`src/rtl/uart_tx_arbiter.sv`:
```
// uart_tx_arbiter
//   Shares one UART transmitter among NUM_REQ byte-stream requesters with
//   frame-locked round-robin arbitration. Once a requester is granted it keeps
//   the UART until the byte it flagged as last has finished, so frames never
//   interleave. A per-state watchdog releases the UART if the owner or the
//   UART stalls.
//
// Ports
//   clk_i          system clock, rising edge
//   reset_i        synchronous active-high reset
//   req_valid_i    requester i presents a byte
//   req_byte_i     byte of requester i at [i*DATA_WIDTH +: DATA_WIDTH]
//   req_last_i     presented byte closes requester i's frame
//   req_ready_o    1-cycle pulse: byte of requester i accepted
//   grant_o        one-hot current owner, zero when idle
//   busy_o         a frame is in progress
//   tx_drive_o     1-cycle pulse: UART starts tx_byte_in_o
//   tx_byte_in_o   byte to the UART, stable until the next tx_drive_o
//   tx_active_i    UART is shifting a byte
//   tx_done_i      1-cycle pulse: UART byte finished
//   timeout_err_o  sticky watchdog abort flag, cleared only by reset
//
// state   | meaning
// IDLE    | no owner, arbitrating among valid requesters
// LOAD    | owner granted, waiting for its byte and a free UART
// WAIT    | byte handed to the UART, waiting for tx_done_i
module uart_tx_arbiter #(
  parameter int NUM_REQ        = 2,
  parameter int DATA_WIDTH     = 8,
  parameter int TIMEOUT_CYCLES = 16384
) (
  input  logic                          clk_i,
  input  logic                          reset_i,
  input  logic [NUM_REQ-1:0]            req_valid_i,
  input  logic [NUM_REQ*DATA_WIDTH-1:0] req_byte_i,
  input  logic [NUM_REQ-1:0]            req_last_i,
  output logic [NUM_REQ-1:0]            req_ready_o,
  output logic [NUM_REQ-1:0]            grant_o,
  output logic                          busy_o,
  output logic                          tx_drive_o,
  output logic [DATA_WIDTH-1:0]         tx_byte_in_o,
  input  logic                          tx_active_i,
  input  logic                          tx_done_i,
  output logic                          timeout_err_o
);

  localparam int IDX_W = (NUM_REQ > 1) ? $clog2(NUM_REQ) : 1;
  localparam int WD_W  = $clog2(TIMEOUT_CYCLES + 1);
  localparam logic [WD_W-1:0] WD_LIMIT = WD_W'(TIMEOUT_CYCLES - 1);

  typedef enum logic [1:0] {
    ST_IDLE,
    ST_LOAD,
    ST_WAIT
  } state_t;

  state_t                  state_q, state_d;
  logic [NUM_REQ-1:0]      grant_q, grant_d;
  logic [IDX_W-1:0]        gidx_q, gidx_d;
  logic [IDX_W-1:0]        rr_q, rr_d;
  logic                    busy_q, busy_d;
  logic [NUM_REQ-1:0]      ready_q, ready_d;
  logic                    drive_q, drive_d;
  logic [DATA_WIDTH-1:0]   byte_q, byte_d;
  logic                    last_q, last_d;
  logic                    terr_q, terr_d;
  logic [WD_W-1:0]         wdog_q, wdog_d;

  logic [DATA_WIDTH-1:0]   byte_arr [NUM_REQ];
  logic                    pick_valid;
  logic [IDX_W-1:0]        pick_idx;
  logic [IDX_W-1:0]        cand;
  logic                    release_frame;
  logic                    wd_expired;

  for (genvar i = 0; i < NUM_REQ; i++) begin : g_unpack
    assign byte_arr[i] = req_byte_i[i*DATA_WIDTH +: DATA_WIDTH];
  end

  // Round-robin scan starts just after the last owner and wraps.
  always_comb begin
    pick_valid = 1'b0;
    pick_idx   = '0;
    cand       = '0;
    for (int k = 1; k <= NUM_REQ; k++) begin
      cand = IDX_W'((int'(rr_q) + k) % NUM_REQ);
      if (!pick_valid && req_valid_i[cand]) begin
        pick_valid = 1'b1;
        pick_idx   = cand;
      end
    end
  end

  assign wd_expired = (wdog_q == WD_LIMIT);

  always_comb begin
    state_d       = state_q;
    grant_d       = grant_q;
    gidx_d        = gidx_q;
    rr_d          = rr_q;
    busy_d        = busy_q;
    ready_d       = '0;
    drive_d       = 1'b0;
    byte_d        = byte_q;
    last_d        = last_q;
    terr_d        = terr_q;
    release_frame = 1'b0;

    unique case (state_q)
      ST_IDLE: begin
        if (pick_valid) begin
          grant_d = NUM_REQ'(1) << pick_idx;
          gidx_d  = pick_idx;
          busy_d  = 1'b1;
          state_d = ST_LOAD;
        end
      end
      ST_LOAD: begin
        // Progress beats a watchdog expiry on the same edge.
        if (req_valid_i[gidx_q] && !tx_active_i) begin
          byte_d  = byte_arr[gidx_q];
          last_d  = req_last_i[gidx_q];
          drive_d = 1'b1;
          ready_d = grant_q;
          state_d = ST_WAIT;
        end else if (wd_expired) begin
          terr_d        = 1'b1;
          release_frame = 1'b1;
        end
      end
      ST_WAIT: begin
        if (tx_done_i) begin
          if (last_q) release_frame = 1'b1;
          else        state_d       = ST_LOAD;
        end else if (wd_expired) begin
          terr_d        = 1'b1;
          release_frame = 1'b1;
        end
      end
      default: state_d = ST_IDLE;
    endcase

    if (release_frame) begin
      grant_d = '0;
      busy_d  = 1'b0;
      rr_d    = gidx_q;
      state_d = ST_IDLE;
    end

    // Every exit from LOAD/WAIT is a state change, so the count never wraps.
    if (state_d != state_q)     wdog_d = '0;
    else if (state_q != ST_IDLE) wdog_d = wdog_q + WD_W'(1);
    else                        wdog_d = '0;
  end

  always_ff @(posedge clk_i) begin
    if (reset_i) begin
      state_q <= ST_IDLE;
      grant_q <= '0;
      gidx_q  <= '0;
      rr_q    <= IDX_W'(NUM_REQ - 1);
      busy_q  <= 1'b0;
      ready_q <= '0;
      drive_q <= 1'b0;
      byte_q  <= '0;
      last_q  <= 1'b0;
      terr_q  <= 1'b0;
      wdog_q  <= '0;
    end else begin
      state_q <= state_d;
      grant_q <= grant_d;
      gidx_q  <= gidx_d;
      rr_q    <= rr_d;
      busy_q  <= busy_d;
      ready_q <= ready_d;
      drive_q <= drive_d;
      byte_q  <= byte_d;
      last_q  <= last_d;
      terr_q  <= terr_d;
      wdog_q  <= wdog_d;
    end
  end

  assign grant_o       = grant_q;
  assign busy_o        = busy_q;
  assign req_ready_o   = ready_q;
  assign tx_drive_o    = drive_q;
  assign tx_byte_in_o  = byte_q;
  assign timeout_err_o = terr_q;

endmodule
```
`config.mk`:
```
export PLATFORM = sky130hd
export DESIGN_NAME = uart_tx_arbiter
export DESIGN_NICKNAME = d
export VERILOG_FILES = /design/src/rtl/uart_tx_arbiter.sv
export SDC_FILE = /design/constraint.sdc
export NUM_CORES = 1
export LEC_CHECK = 0
export BUFFER_PORTS_ARGS = -buffer_cell sky130_fd_sc_hd__buf_2
export CAP_MARGIN = 5
export CORE_UTILIZATION = 54
export DETAILED_ROUTE_END_ITERATION = 16
export PLACE_DENSITY = 0.87
export SYNTH_ARGS = -nofsm -noshare
export SYNTH_HDL_FRONTEND = slang
export SYNTH_SLANG_ARGS = --single-unit
```
`constraint.sdc`:
```
create_clock -name clk_i -period 2.8 [get_ports clk_i]
set_input_delay 0 -clock clk_i [delete_from_list [all_inputs] [get_ports clk_i]]
set_output_delay 0 -clock clk_i [all_outputs]
set_load 0.05 [all_outputs]
```
==> results.ini, run 1 <==
[clock_tree]
root_buffer=clkbuf_4
cts_tree=built
clk_latency_ns=0.33
clk_pin_slew_ns=0.10
cts_buffers=5
post_cts_resize_count=0
clock_path_buffers=2
cts_sinks=35
h-tree-depth=2

[logic_synthesis]
yosysTopAreaCell=dfxtp_1
synth.distinct_cells=43
synth-edff-count=0
synth_area_per_cell_um2=9.63
syn_nets=220
async_reset_ff_share_pct=0
synth.top_cell.area_share_pct=38.1
syn_area_um2=1840
synth.area.top_cells=dfxtp_1, nor3_2, mux2i_1
yosysMostFrequentCell=dfxtp_1
ys_seq_elements=35
synth_cells=191
synth_common_cells=dfxtp_1, nand2_1, nor2_1
ys.flop_type=dfxtp_1
seq_area_frac_synth_pct=38.1
yosysWarnings=0

[sta]
rsz0062_at_grt=false
clock_skew_ns=0.00543
finalHoldViolCount=0
timing.slew.headroom_pct=59.7
setup_viol=0
fin_crit_ns=2.27
period_share_pct=81.1
worstMarginPinSlew_ns=0.604
fmax_ghz=0.440
drv_slew=0
tns_ns=0
fin_ws_ns=0.529

[finish]
syn2layout_area_growth_pct=18.8
nFillCells=263
multi_input_area_um2=1070
nNetsFinal=267
fin_util_pct=69.3
drive_gt1_share_pct=30.3
area.sequential_um2=701
diodes=0

[critical_path]
critPathLaunchType=flop
cp.arrival_ns=2.47
worst-path-max-fanout=15
critical_path_class=reg -> reg
end_kind=flop
cp.required_ns=3.00

[drt]
drtIter0Drc=39
firstDrtPassIters=4
wire_per_inst_um=13.7
viasPerCell=5.46
ant_nets=0
via_count=1539
drt_wl_total_mm=3.85
drc_errors=0

[floorplan]
rows=20
core_area_um2=3150
start_util_pct=58.3
ioPinCount=39
die_width_um=60.4
fp.dieH_um=60.4
fp.dieArea_um2=3640

[pwr]
p_per_area_nw_per_um2=478
p_leak_nw=0.901
ir_worst_vdd_mv=0.281

[global_routing]
overflow=0
grt_max_degree=20
first_global_vias=1432
grtUsageTotal_pct=22.8
grt_first_pass_wirelength_mm=6.06
antenna_found_initial=0

[run]
maxCapViolations=0

[placement]
io_buffers=38
dp_hpwl_mm=2.67
dp_slack_ns=0.591
gp_congestion=0.899

[run_status]
status=finished clean

[hold_path]
min_path_type=in -> reg

==> logic make-up after synthesis <==
kind of cell / Yosys count / share of synthesized area (%)
AO/OA/AOI/OAI: 32 / 14.3
XOR/XNOR: 13 / 6.19
adder cells (fa/ha/maj): 5 / 3.40
buffers and inverters: 14 / 3.81
flip-flops: 35 / 38.1
multiplexers: 11 / 6.19
AND/OR/NAND/NOR: 81 / 28.0
==> placed cells by master (no fill, tap or decap), drive strengths merged, types with 2 or more instances in the layout <==
cell         count
and4             2
mux2i           11
nand4            5
nor4b            4
dfxtp           35
dlygate4sd3      7
a211oi           9
buf             41
a31oi            2
xnor2            8
a211o            2
nor2            16
ha               5
clkbuf           6
nor3            13
nand3            7
nand2b           3
inv              6
and2             4
nand2           18
a21oi            8
xor2             5
and3             4
or3              2
==> metal layers <==
| layer | track usage, % | part of all wire (%) | vias up |
|---|---|---|---|
| met5 | 0 | 0 | - |
| met1 | 26.8 | 47 | 710 |
| li1 | - | - | 784 |
| met4 | 8.64 | 1.2 | 0 |
| met3 | 6.82 | 4.8 | 5 |
| met2 | 38.9 | 47 | 40 |
==> power breakdown <==
part	total, mW	leakage [nW]	switching, mW	internal [mW]
clock	0.275	0.0341	0.159	0.116
sequential	0.531	0.284	0.0149	0.516
combinational	0.238	0.582	0.153	0.0850
==> area by class of cell <==
cell class                      count  area share, %
Multi-Input combinational cell    142           48.9
Clock inverter                      1          0.229
Timing Repair Buffer               48           12.9
Sequential cell                    35           32.1
Tap cell                           44           2.52
Clock buffer                        6           2.35
Inverter                            6           1.03
==> metrics by stage <==
step | std cells | power [mW] | cell area [µm²] | hold slack (ns)
final | 282 | 1.04 | 2190 | 0.00912
after global routing | 282 | 1.09 | 2190 | 0.0201
after CTS | 282 | 1.05 | 2190 | 0.000215
after detailed placement | 268 | 0.767 | 2060 | 0.356
after global placement | 268 | 0.763 | 2060 | 0.342
after floorplan | 191 | 0.715 | 1840 | 0.0728
==> critical path, cell delays in order, from the launching register on <==
cell and delay [ns]:
dfxtp_1 0.51, inv_1 0.18, ha_1 0.32, or2_2 0.30
a31oi_1 0.18, a22o_1 0.17, o311a_4 0.37, nor3_1 0.11
==> sequential cells by signal, indices dropped and copies added (netlist names) <==
register / flops
tx_drive_o: 1
req_ready_o: 2
gidx_q: 1
grant_o: 2
last_q: 1
timeout_err_o: 1
busy_o: 1
tx_byte_in_o: 8
rr_q: 1
state_q: 2
wdog_q: 15
==> worst paths after layout <==
path	from	end	slack, ns	cells after the start
worst max-delay path	state_q[0]	wdog_q[2]	0.53	7
worst min-delay path	req_byte_i[8]	tx_byte_in_o[0]	0.009	3
worst max register to register	state_q[0]	wdog_q[2]	0.53	7
worst min register to register	busy_o	busy_o	0.45	2
==> what timing repair did <==
item                      CTS  global route
hold endpoints to repair    5             0
setup buffers               0             0
hold buffers                7             0
(Power assumes the default switching activity.)
==> run 2, diff against run 1 <==
- clock period: 2.8 -> 2.1 ns (I/O delays scaled with it)
==> results.ini, run 2 (synthesis gave the netlist of run 1 again) <==
[run_status]
status=finished clean

[finish]
final_cell_area_um2=2240  ; +2.7%
syn2layout_area_growth_pct=22.0
mostFrequentLayoutCells=buf_2, dfxtp_1, nand2_1, nor2_1, nor3_2
top_register=wdog_q
layout_commonest_cell=buf_2
nNetsFinal=275  ; +3.0%
drive_gt1_share_pct=31.2  ; +0.92 points
multi_input_area_um2=1070  ; unchanged
nFillCells=241  ; -8.4%
finalNonFillerCells=291  ; +3.2%
area.sequential_um2=701  ; unchanged
diodes=0  ; unchanged
fin_util_pct=71.2  ; +1.9 points
largest_reg_flops=15  ; unchanged

[placement]
io_buffers=38  ; unchanged
dp_slack_ns=0.110  ; -0.481 ns
post_dp_cell_area_um2=2100  ; +2.2%
dp_cells=274  ; +2.2%
gp_congestion=0.940  ; +4.6%
dp_hpwl_mm=2.75  ; +3.1%

[floorplan]
start_util_pct=58.3  ; unchanged
core_area_um2=3150  ; unchanged
fp.dieH_um=60.4  ; unchanged
ioPinCount=39  ; unchanged
fp.dieArea_um2=3640  ; unchanged
rows=20  ; unchanged
die_width_um=60.4  ; unchanged

[critical_path]
end_kind=flop
cp_common_cell=inv_1
cp.arrival_ns=2.21  ; -0.26 ns
critPathLaunchType=flop
crit_buf_inv=2  ; +1
worst-path-max-fanout=15  ; unchanged
cpLargestDelayFamily=simple AND/OR/NAND/NOR gates
cp.required_ns=2.31  ; -0.69 ns
crit_slowest_cell=or3_1
critical_path_class=reg -> reg
slowest_delay_ns=0.42  ; -0.09 ns
r2r_slack_ns=0.10  ; -0.43 ns
crit_chain=inv_1 -> ha_1 -> inv_1 -> or3_1 -> nor2_1 -> o311a_4 -> nor3_1

[run]
maxCapViolations=0  ; unchanged

[hold_path]
min_path_type=in -> reg

[pwr]
p_switching_uw=436  ; +33%
p_per_area_nw_per_um2=616  ; +29%
p_int_uw=946  ; +32%
power_frac_comb_pct=24.3  ; +1.5 points
clockPowerShare_pct=24.9  ; -1.5 points
pwr-share-seq_pct=50.7  ; about the same
p_leak_nw=0.933  ; +3.6%
ir_worst_vdd_mv=0.445  ; +59%
p_sw_share_pct=31.6  ; +0.26 points

[sta]
finalHoldViolCount=0  ; unchanged
rsz0062_at_grt=false
timing.slew.headroom_pct=60.5  ; +0.84 points
fmax_ghz=0.500  ; +14%
drv_slew=0  ; unchanged
tns_ns=0  ; unchanged
period_share_pct=95.2  ; +14 points
fin_ws_ns=0.101  ; -0.429 ns
clock_skew_ns=0.00646  ; +0.00103 ns
worstMarginPinSlew_ns=0.591  ; -0.0126 ns
fin_crit_ns=2.00  ; -0.271 ns
setup_viol=0  ; unchanged

[drt]
firstDrtPassIters=4  ; unchanged
viasPerCell=5.38  ; -1.4%
drc_errors=0  ; unchanged
ant_nets=0  ; unchanged
drtIter0Drc=63  ; +62%
wire_per_inst_um=13.4  ; -2.3%
drt_wl_total_mm=3.89  ; +0.86%
via_count=1566  ; +1.8%

[clock_tree]
root_buffer=clkbuf_4
clk_latency_ns=0.34  ; about the same
post_cts_buffers=0  ; unchanged
cts_buffers=5  ; unchanged
cts_tree=built
clock_path_buffers=2  ; unchanged
h-tree-depth=2  ; unchanged
clk_pin_slew_ns=0.10  ; about the same
post_cts_resize_count=0  ; unchanged
cts_sinks=35  ; unchanged

[global_routing]
grtUsageMet2_pct=39.9  ; +0.94 points
grtUsageMet3_pct=5.12  ; -1.7 points
grt.busiest_layer=met2
met1_usage_pct=29.6  ; +2.8 points
grt_first_pass_wirelength_mm=6.47  ; +6.7%
overflow=0  ; unchanged
first_global_vias=1519  ; +6.1%
grtUsageTotal_pct=24.3  ; +1.5 points
antenna_found_initial=0  ; unchanged
grt_max_degree=20  ; unchanged

-- run 2: changes by cell type in the layout (fill, tap and decap cells not counted) --
cell,previous run,this run
clkbuf_8,1,0
dlygate4sd3_1,7,9
clkbuf_1,0,2
buf_4,3,9
-- run 2: metrics by stage --
step | hold slack, ns | power (mW)
2_1_floorplan | 0.0728 | 0.954
3_3_place_gp | 0.343 | 1.03
3_5_place_dp | 0.349 | 1.03
4_1_cts | 0.00173 | 1.39
5_1_grt | 0.00182 | 1.45
6_report | 0.00401 | 1.38
-- run 2: cell type report --
| type | instances | share of cell area [%] |
|---|---|---|
| Timing Repair Buffer | 56 | 15.5 |
| Sequential cell | 35 | 31.2 |
| Clock inverter | 1 | 0.223 |
| Clock buffer | 7 | 2.01 |
| Tap cell | 44 | 2.45 |
| Multi-Input combinational cell | 142 | 47.6 |
| Inverter | 6 | 1.00 |
-- run 2: worst paths after layout --
| kind | start | endpoint | cells past startpoint |
|---|---|---|---|
| max | state_q[1] | wdog_q[2] | 7 |
| min | req_byte_i[12] | tx_byte_in_o[4] | 3 |
| max reg2reg | state_q[1] | wdog_q[2] | 7 |
| min reg2reg | busy_o | busy_o | 2 |
-- run 2: power groups by stage --
stage | Combinational, mW | Sequential, mW | Clock, mW
4_1_cts | 0.333 | 0.701 | 0.355
3_3_place_gp | 0.314 | 0.716 | 0
3_5_place_dp | 0.318 | 0.716 | 0
2_1_floorplan | 0.178 | 0.776 | 0
6_report | 0.336 | 0.701 | 0.344
5_1_grt | 0.362 | 0.705 | 0.383
-- run 2: worst reg2reg max path, delay by kind of cell (launching register included) --
family,cells,cell delay [ns]
buffers and inverters,2,0.30
adders and majority gates,1,0.28
and+or+nand+nor,3,0.66
AOI/OAI and AO/OA,1,0.33
DFF,1,0.32
-- run 2: metal layers --
layer | vias to the layer above | wire length, µm
li1 | 799 | -
met1 | 695 | 1760
met2 | 63 | 1840
met3 | 9 | 208
met4 | 0 | 70
met5 | - | 0
-- run 2: timing repair --
action / in CTS / in global routing
hold endpoints to repair: 6 / 0
hold buffers: 9 / 0
setup endpoints to repair: 0 / 5
